$ cat config.mk
export PLATFORM = sky130hd
export DESIGN_NAME = bist_pattern_gen
export DESIGN_NICKNAME = d
export VERILOG_FILES = /design/src/rtl/bist_pattern_gen.sv
export SDC_FILE = /design/constraint.sdc
export NUM_CORES = 1
export LEC_CHECK = 0
export ABC_AREA = 1
export CAP_MARGIN = 20
export CORE_UTILIZATION = 50
export CTS_CLUSTER_DIAMETER = 150
export CTS_CLUSTER_SIZE = 20
export DETAILED_ROUTE_END_ITERATION = 10
export DONT_BUFFER_PORTS = 1
export PLACE_DENSITY = 0.69
export SLEW_MARGIN = 20
export SYNTH_ARGS = -nofsm -noshare
export SYNTH_HDL_FRONTEND = slang
export SYNTH_SLANG_ARGS = --single-unit
$ cat constraint.sdc
create_clock -name clk -period 4.8 [get_ports clk]
set_input_delay 0.96 -clock clk [delete_from_list [all_inputs] [get_ports clk]]
set_output_delay 0.96 -clock clk [all_outputs]
set_load 0.05 [all_outputs]
$ cat src/rtl/bist_pattern_gen.sv
// bist_pattern_gen: LFSR test-pattern source driving the benchmark netlist
// primary inputs (bit i -> Gi) under a valid/ready handshake.
// Optional build macro: BIST_ZERO_PATTERN_EN inserts one all-zero pattern
// each time the LFSR returns to its start seed (exhaustive 2^WIDTH cycle).
module bist_pattern_gen #(
    parameter int              WIDTH = 4,
    parameter logic [WIDTH-1:0] TAPS = WIDTH'(4'b1001),
    parameter int              CNT_W = 8
) (
    input  logic             clk,
    input  logic             rst_n,
    input  logic             start,
    input  logic [WIDTH-1:0] seed,
    input  logic [CNT_W-1:0] num_patterns,
    input  logic             pat_ready,
    output logic             pat_valid,
    output logic [WIDTH-1:0] pat_data,
    output logic [CNT_W-1:0] pat_index,
    output logic             busy,
    output logic             done
);

    typedef enum logic [1:0] {
        IDLE,
        RUN,
        DONE
    } state_t;

    state_t           state;
    logic [WIDTH-1:0] lfsr;
    logic [WIDTH-1:0] lfsr_next;
    logic [WIDTH-1:0] seed_eff;
    logic [CNT_W-1:0] count;
    logic             last;

`ifdef BIST_ZERO_PATTERN_EN
    logic [WIDTH-1:0] start_lfsr;
    logic             zero_phase;
`endif

    // Next LFSR value, lockup-safe seed and final-pattern detect
    always_comb begin
        lfsr_next = {lfsr[WIDTH-2:0], ^(lfsr & TAPS)};
        seed_eff  = (seed == '0) ? WIDTH'(1) : seed;
        last      = (pat_index == count - CNT_W'(1));
    end

    // Control FSM with registered handshake and status outputs
    always_ff @(posedge clk or negedge rst_n) begin
        if (!rst_n) begin
            state      <= IDLE;
            lfsr       <= '0;
            count      <= '0;
            pat_index  <= '0;
            pat_valid  <= 1'b0;
            pat_data   <= '0;
            busy       <= 1'b0;
            done       <= 1'b0;
`ifdef BIST_ZERO_PATTERN_EN
            start_lfsr <= '0;
            zero_phase <= 1'b0;
`endif
        end else begin
            done <= 1'b0;
            case (state)
                IDLE: begin
                    if (start) begin
                        lfsr      <= seed_eff;
                        pat_data  <= seed_eff;
                        count     <= num_patterns;
                        pat_index <= '0;
                        busy      <= 1'b1;
`ifdef BIST_ZERO_PATTERN_EN
                        start_lfsr <= seed_eff;
                        zero_phase <= 1'b0;
`endif
                        if (num_patterns == '0) begin
                            state     <= DONE;
                            done      <= 1'b1;
                            pat_valid <= 1'b0;
                        end else begin
                            state     <= RUN;
                            pat_valid <= 1'b1;
                        end
                    end
                end
                RUN: begin
                    if (pat_valid && pat_ready) begin
                        pat_index <= pat_index + CNT_W'(1);
`ifdef BIST_ZERO_PATTERN_EN
                        // The LFSR already sits on the seed while the zero is
                        // shown, so resuming just republishes the held state.
                        if (zero_phase) begin
                            pat_data   <= lfsr;
                            zero_phase <= 1'b0;
                        end else if (lfsr_next == start_lfsr) begin
                            lfsr       <= lfsr_next;
                            pat_data   <= '0;
                            zero_phase <= 1'b1;
                        end else begin
                            lfsr     <= lfsr_next;
                            pat_data <= lfsr_next;
                        end
`else
                        lfsr     <= lfsr_next;
                        pat_data <= lfsr_next;
`endif
                        if (last) begin
                            state     <= DONE;
                            pat_valid <= 1'b0;
                            done      <= 1'b1;
                        end
                    end
                end
                DONE: begin
                    state <= IDLE;
                    busy  <= 1'b0;
                end
                default: begin
                    state     <= IDLE;
                    pat_valid <= 1'b0;
                    busy      <= 1'b0;
                end
            endcase
        end
    end

endmodule

==> key figures <==
Setup path
  – Req. time, crit path: 3840 ps
  – Reg2reg setup slack: 2890 ps
  – CP endpoint kind: output pin
  – Max Fanout on Critical Path: 6
  – Critical Path AT: 1120 ps
  – Worst Reg-to-Reg Cells: 8
  – Kind of critical path: reg2out
  – Crit Reg-Reg Startpoint: pat_index[2]$_DFFE_PN0P_
  – CP Launch Type: flip-flop
  – Critical R2R Capture: state[1]$_DFFE_PN0P_
  – Critical Path Start: pat_index[3]$_DFFE_PN0P_

Run status
  – Failing checks: DRC
  – Status: complete, but fails checks

Floorplanning
  – Die width: 56.94 µm
  – Core footprint: 2805 µm²
  – Top Ports: 31
  – Die height: 56.94 µm
  – # rows: 19
  – Initial core utilization: 53.79%
  – Die area: 3242 µm²

Finish
  – Layout area overhead: 3.897%
  – # diodes: 0
  – Share of layout cells above drive strength 1: 10.84%
  – Post-layout net count: 222

Route
  – Final ANT Viol Nets: 0
  – Via count: 1356
  – WL per Instance: 14.30 µm
  – Vias per inst: 5.795
  – DRC Markers: 2
  – Detailed Route Iter0 Violations: 110
  – WL final: 3347 µm
  – Drt first pass iters: 7

Power and ir drop
  – Cell Pwr Density: 198.8 nW/µm²
  – Max VDD drop: 0.1471 mV
  – Power Total: 0.3117 mW
  – Leak: 0.7433 nW

Timing
  – Slew at the pin with the worst max-slew slack: 641.5 ps
  – Hold Violations, Final: 0
  – RSZ-0062 raised after global routing: false
  – Final Max Tran Viols: 0
  – Crit share post-route: 43.35%
  – Min Tclk post-route: 2081 ps
  – Max Fclk: 0.4805 GHz
  – Final worst slack: 2719 ps
  – Clock skew: 11.66 ps
  – Fin Setup TNS: 0 ps
  – Final setup viols: 0
  – Hold Slack: 291.2 ps
  – Slew headroom: 57.23%

Yosys
  – Fraction of registers with async set/reset: 100.0%
  – Synth Area per Inst: 7.507 µm²
  – Mapped Nets: 219
  – Yosys warnings: 0
  – Synth Flop Type: dfrtp_1
  – Flops & latches, synth: 25
  – EDFF count, synth: 0
  – Cells after Synth: 201
  – Sequential fraction of the synthesis area: 41.46%
  – Synthesized cell area: 1509 µm²
  – Synth cell types: 32

Worst hold path
  – Min-Delay Path Class: in2async

Clocking
  – Clock transition at path regs: 150 ps
  – # resized after CTS: 0
  – Clk sinks: 25
  – CTS root buf: clkbuf_4
  – # H-tree levels: 1
  – CTS tree: done
  – Clock buffer depth: 2
  – Cts bufs inserted: 3
  – Hold-fix buffers, CTS: 0
  – Skew-Pair Late Insertion Delay: 340 ps
  – Setup bufs post-CTS: 0

GRT
  – Vias in the first global route: 1346
  – Grt ovf: 0
  – GRT Util Overall: 23.15%
  – Initial antenna violation count: 0
  – Global-route wire length before repair: 5837 µm
  – Largest net degree at the start of global routing: 26

Placement
  – DP Wirelength: 2641 µm
  – # port buffers: 0
  – Gp weighted congestion: 0.9355
  – Pre-CTS setup slack: 2683 ps

Run
  – Max_cap viols: 0
worst max-delay path by stage:
stage               slack, ps                        to  depth (start not counted)
floorplan                2920  pat_index[7]$_DFFE_PN0P_                          7
global placement         2770  pat_index[6]$_DFFE_PN0P_                          7
detailed placement       2680  pat_index[6]$_DFFE_PN0P_                          7
CTS                      2720              pat_index[0]                          0
global route             2690              pat_index[0]                          0
finish                   2720              pat_index[3]                          0
cell usage in the layout (no fill, tap or decap), drive strengths merged:
master and n:
a211oi 1, a21boi 1, a21oi 8, a22o 1
a31oi 2, clkbuf 3, clkinv 1, clkinvlp 1
dfrtp 25, ha 2, inv 27, nand2 53
nand3 16, nand3b 1, nand4 6, nor2 23
nor3 3, nor4 4, o211ai 1, o21ai 15
o21bai 2, o31ai 2, or2 2, xor2 3
cells in the mapped netlist (2+ instances only):
library cell,instances,area (µm²)
nand3_1,16,80.08
a31oi_1,2,12.51
dfrtp_1,25,625.6
o21ai_0,13,65.06
nor2_1,18,67.56
inv_1,19,71.32
xor2_1,3,26.28
or2_2,2,12.51
inv_2,7,26.28
nand4_1,6,37.54
nor3_1,3,15.01
o21ai_1,2,10.01
buf_2,2,10.01
o31ai_1,2,15.01
ha_1,2,25.02
a21oi_1,8,40.04
nor2_4,3,33.78
nor4_1,3,18.77
nand2_1,52,195.2
cells by family (layout without fill, tap and decap cells):
logic type	count (synthesis)	after routing	synth area share, %
and+or+nand+nor	108	108	34.58
AOI/OAI and AO/OA	33	33	12.77
buffers and inverters	30	32	7.795
DFF	25	25	41.46
xor gates and xnor gates	3	3	1.742
adders and majority gates	2	2	1.658
layer usage:
metal	track usage, %	vias to the layer above	wire, µm
li1	-	669	-
met1	32.25	627	1452
met2	36.47	53	1571
met3	3.401	7	262
met4	9.408	0	60
met5	0	-	0
registers in the layout, summed over array words and instances (netlist names):
name and flops:
busy 1, count 8, done 1, lfsr 4, pat_index 8, pat_valid 1
state 2
power by group:
| group | leakage (nW) | switching, mW | total (mW) | internal (mW) |
|---|---|---|---|---|
| logic | 0.453 | 0.000145 | 0.000407 | 0.000261 |
| clock network | 0.0139 | 0.0686 | 0.101 | 0.0320 |
| registers | 0.276 | 0 | 0.211 | 0.211 |
| total | 0.743 | 0.0687 | 0.312 | 0.243 |
through the flow:
step / area, µm² / cells / util [%]
floorplan: 1509 / 201 / -
global placement: 1538 / 230 / 54.82
CTS: 1568 / 234 / 55.89
finish: 1568 / 234 / 55.89
global route: 1568 / 234 / 55.89
detailed placement: 1538 / 230 / 54.82
final cells by class:
type,instances,area [µm²]
Clock inverter,1,7.507
Tap cell,31,38.79
Fill cell,278,1237
Inverter,28,107.6
Multi-Input combinational cell,146,765.7
Sequential cell,25,625.6
Clock buffer,3,22.52
(Power assumes the default switching activity.)
==> variant, RTL diff (same settings) <==
The parameter `CNT_W` goes from 8 to 9.
--- a/src/rtl/bist_pattern_gen.sv
+++ b/src/rtl/bist_pattern_gen.sv
@@ -7,3 +7,3 @@
     parameter logic [WIDTH-1:0] TAPS = WIDTH'(4'b1001),
-    parameter int              CNT_W = 8
+    parameter int              CNT_W = 9
 ) (
Interface: changed (resized num_patterns and pat_index); port bits go from 31 to 33. No check against the original RTL was run, so the function may have changed too.
==> variant against the original RTL <==
- design area grew 6.0%
- area after synthesis grew 5.6%
- register-to-register slack lost 0.12 ns
- wire length grew 0.24%
- critical endpoint is now pat_index[0]
- setup slack gained 0.021 ns
- die area grew 5.4%
- clock skew shrank 0.0030 ns
- sequential cell count grew 2
- count of clock-buffer cells in the layout grew 1
Power is left out: it rests on default switching activity, and per cell area and clock period it moved more than threefold.
==> variant: results (changes against the original RTL) <==
.. list-table::
   :header-rows: 1

   * - Metric
     - Value
   * - Run status
     - finished, final reports clean (was finished, violations left)
   * - CP startpoint
     - pat_index[0]$_DFFE_PN0P_ (was pat_index[3]$_DFFE_PN0P_)
   * - Worst flop-to-flop path startpoint
     - pat_index[5]$_DFFE_PN0P_ (was pat_index[2]$_DFFE_PN0P_)
   * - Met3 capacity usage during global routing
     - 2.20% (was 3.40%)
   * - Leading cell types by count after synthesis
     - nand2_1 (59), dfrtp_1 (27), inv_1 (26) (was nand2_1 (52), dfrtp_1 (25), inv_1 (19))
   * - Slew of the pin with the lowest slew margin
     - 0.617 ns (was 0.642 ns)
   * - Slack of the worst reg-to-reg path
     - 2.77 ns (was 2.89 ns)
   * - Gr usage total
     - 21.8% (was 23.1%)
   * - Post-synth net total
     - 236 (was 219)
   * - Routed length on met2
     - 1660 um (was 1570 um)
   * - Placed standard-cell area
     - 1640 um2 (was 1540 um2)
   * - Highest Clock Rate
     - 485 MHz (was 481 MHz)
   * - Met1 capacity usage during global routing
     - 26.8% (was 32.3%)
   * - DP HPWL
     - 2620 um (was 2640 um)
   * - Length of routed wiring on met1
     - 1510 um (was 1450 um)
   * - DR iter-0 viols
     - 55 (was 110)
   * - Length of the first detailed-routing pass in iterations
     - 4 (was 7)
   * - Place WS
     - 2.49 ns (was 2.68 ns)
   * - Number of fillers in the final layout
     - 300 (was 278)
   * - Met2 track utilization from global routing
     - 39.2% (was 36.5%)
   * - Synth cell types
     - 30 (was 32)
   * - Sequential element share of the synthesized area
     - 42.4% (was 41.5%)
   * - R2R cell count
     - 13 (was 8)
   * - Max Clock Skew
     - 0.00868 ns (was 0.0117 ns)
   * - Wire length per cell after detailed routing
     - 12.8 um (was 14.3 um)
   * - Metal3 WL
     - 136 um (was 262 um)
   * - Last element of the critical path
     - pat_index[0] (was pat_index[3])
   * - Gpl congestion
     - 0.919 (was 0.936)
   * - Count of vias placed by the detailed router
     - 1384 (was 1356)
   * - Largest net degree at the start of global routing
     - 28 (was 26)
==> variant: cell types whose count changed in the layout (fill, tap and decap cells not counted), moves of 4 or more <==
cell,before,now
nand2_1,52,59
nand4_1,6,1
inv_1,19,26
inv_2,7,3
nor3_1,3,7
nor2_1,18,14
o21ai_0,13,19
==> variant: logic make-up (layout without fill, tap and decap cells) <==
| logic type | after synthesis | after routing | share of synthesized area [%] |
|---|---|---|---|
| simple gates | 116 | 116 | 34.2 |
| compound gates | 34 | 34 | 11.5 |
| buf+inv | 34 | 35 | 8.17 |
| flops | 27 | 27 | 42.4 |
| xor+xnor | 4 | 4 | 2.20 |
| fa+ha+maj | 2 | 2 | 1.57 |
==> variant: layout make-up <==
cell class | instances | area, um2 | share of cell area, %
inverters | 31 | 118 | 7.08
multi-input cells | 156 | 787 | 47.4
well taps | 44 | 55.1 | 3.31
flip-flops and latches | 27 | 676 | 40.7
clock buffers | 4 | 26.3 | 1.58
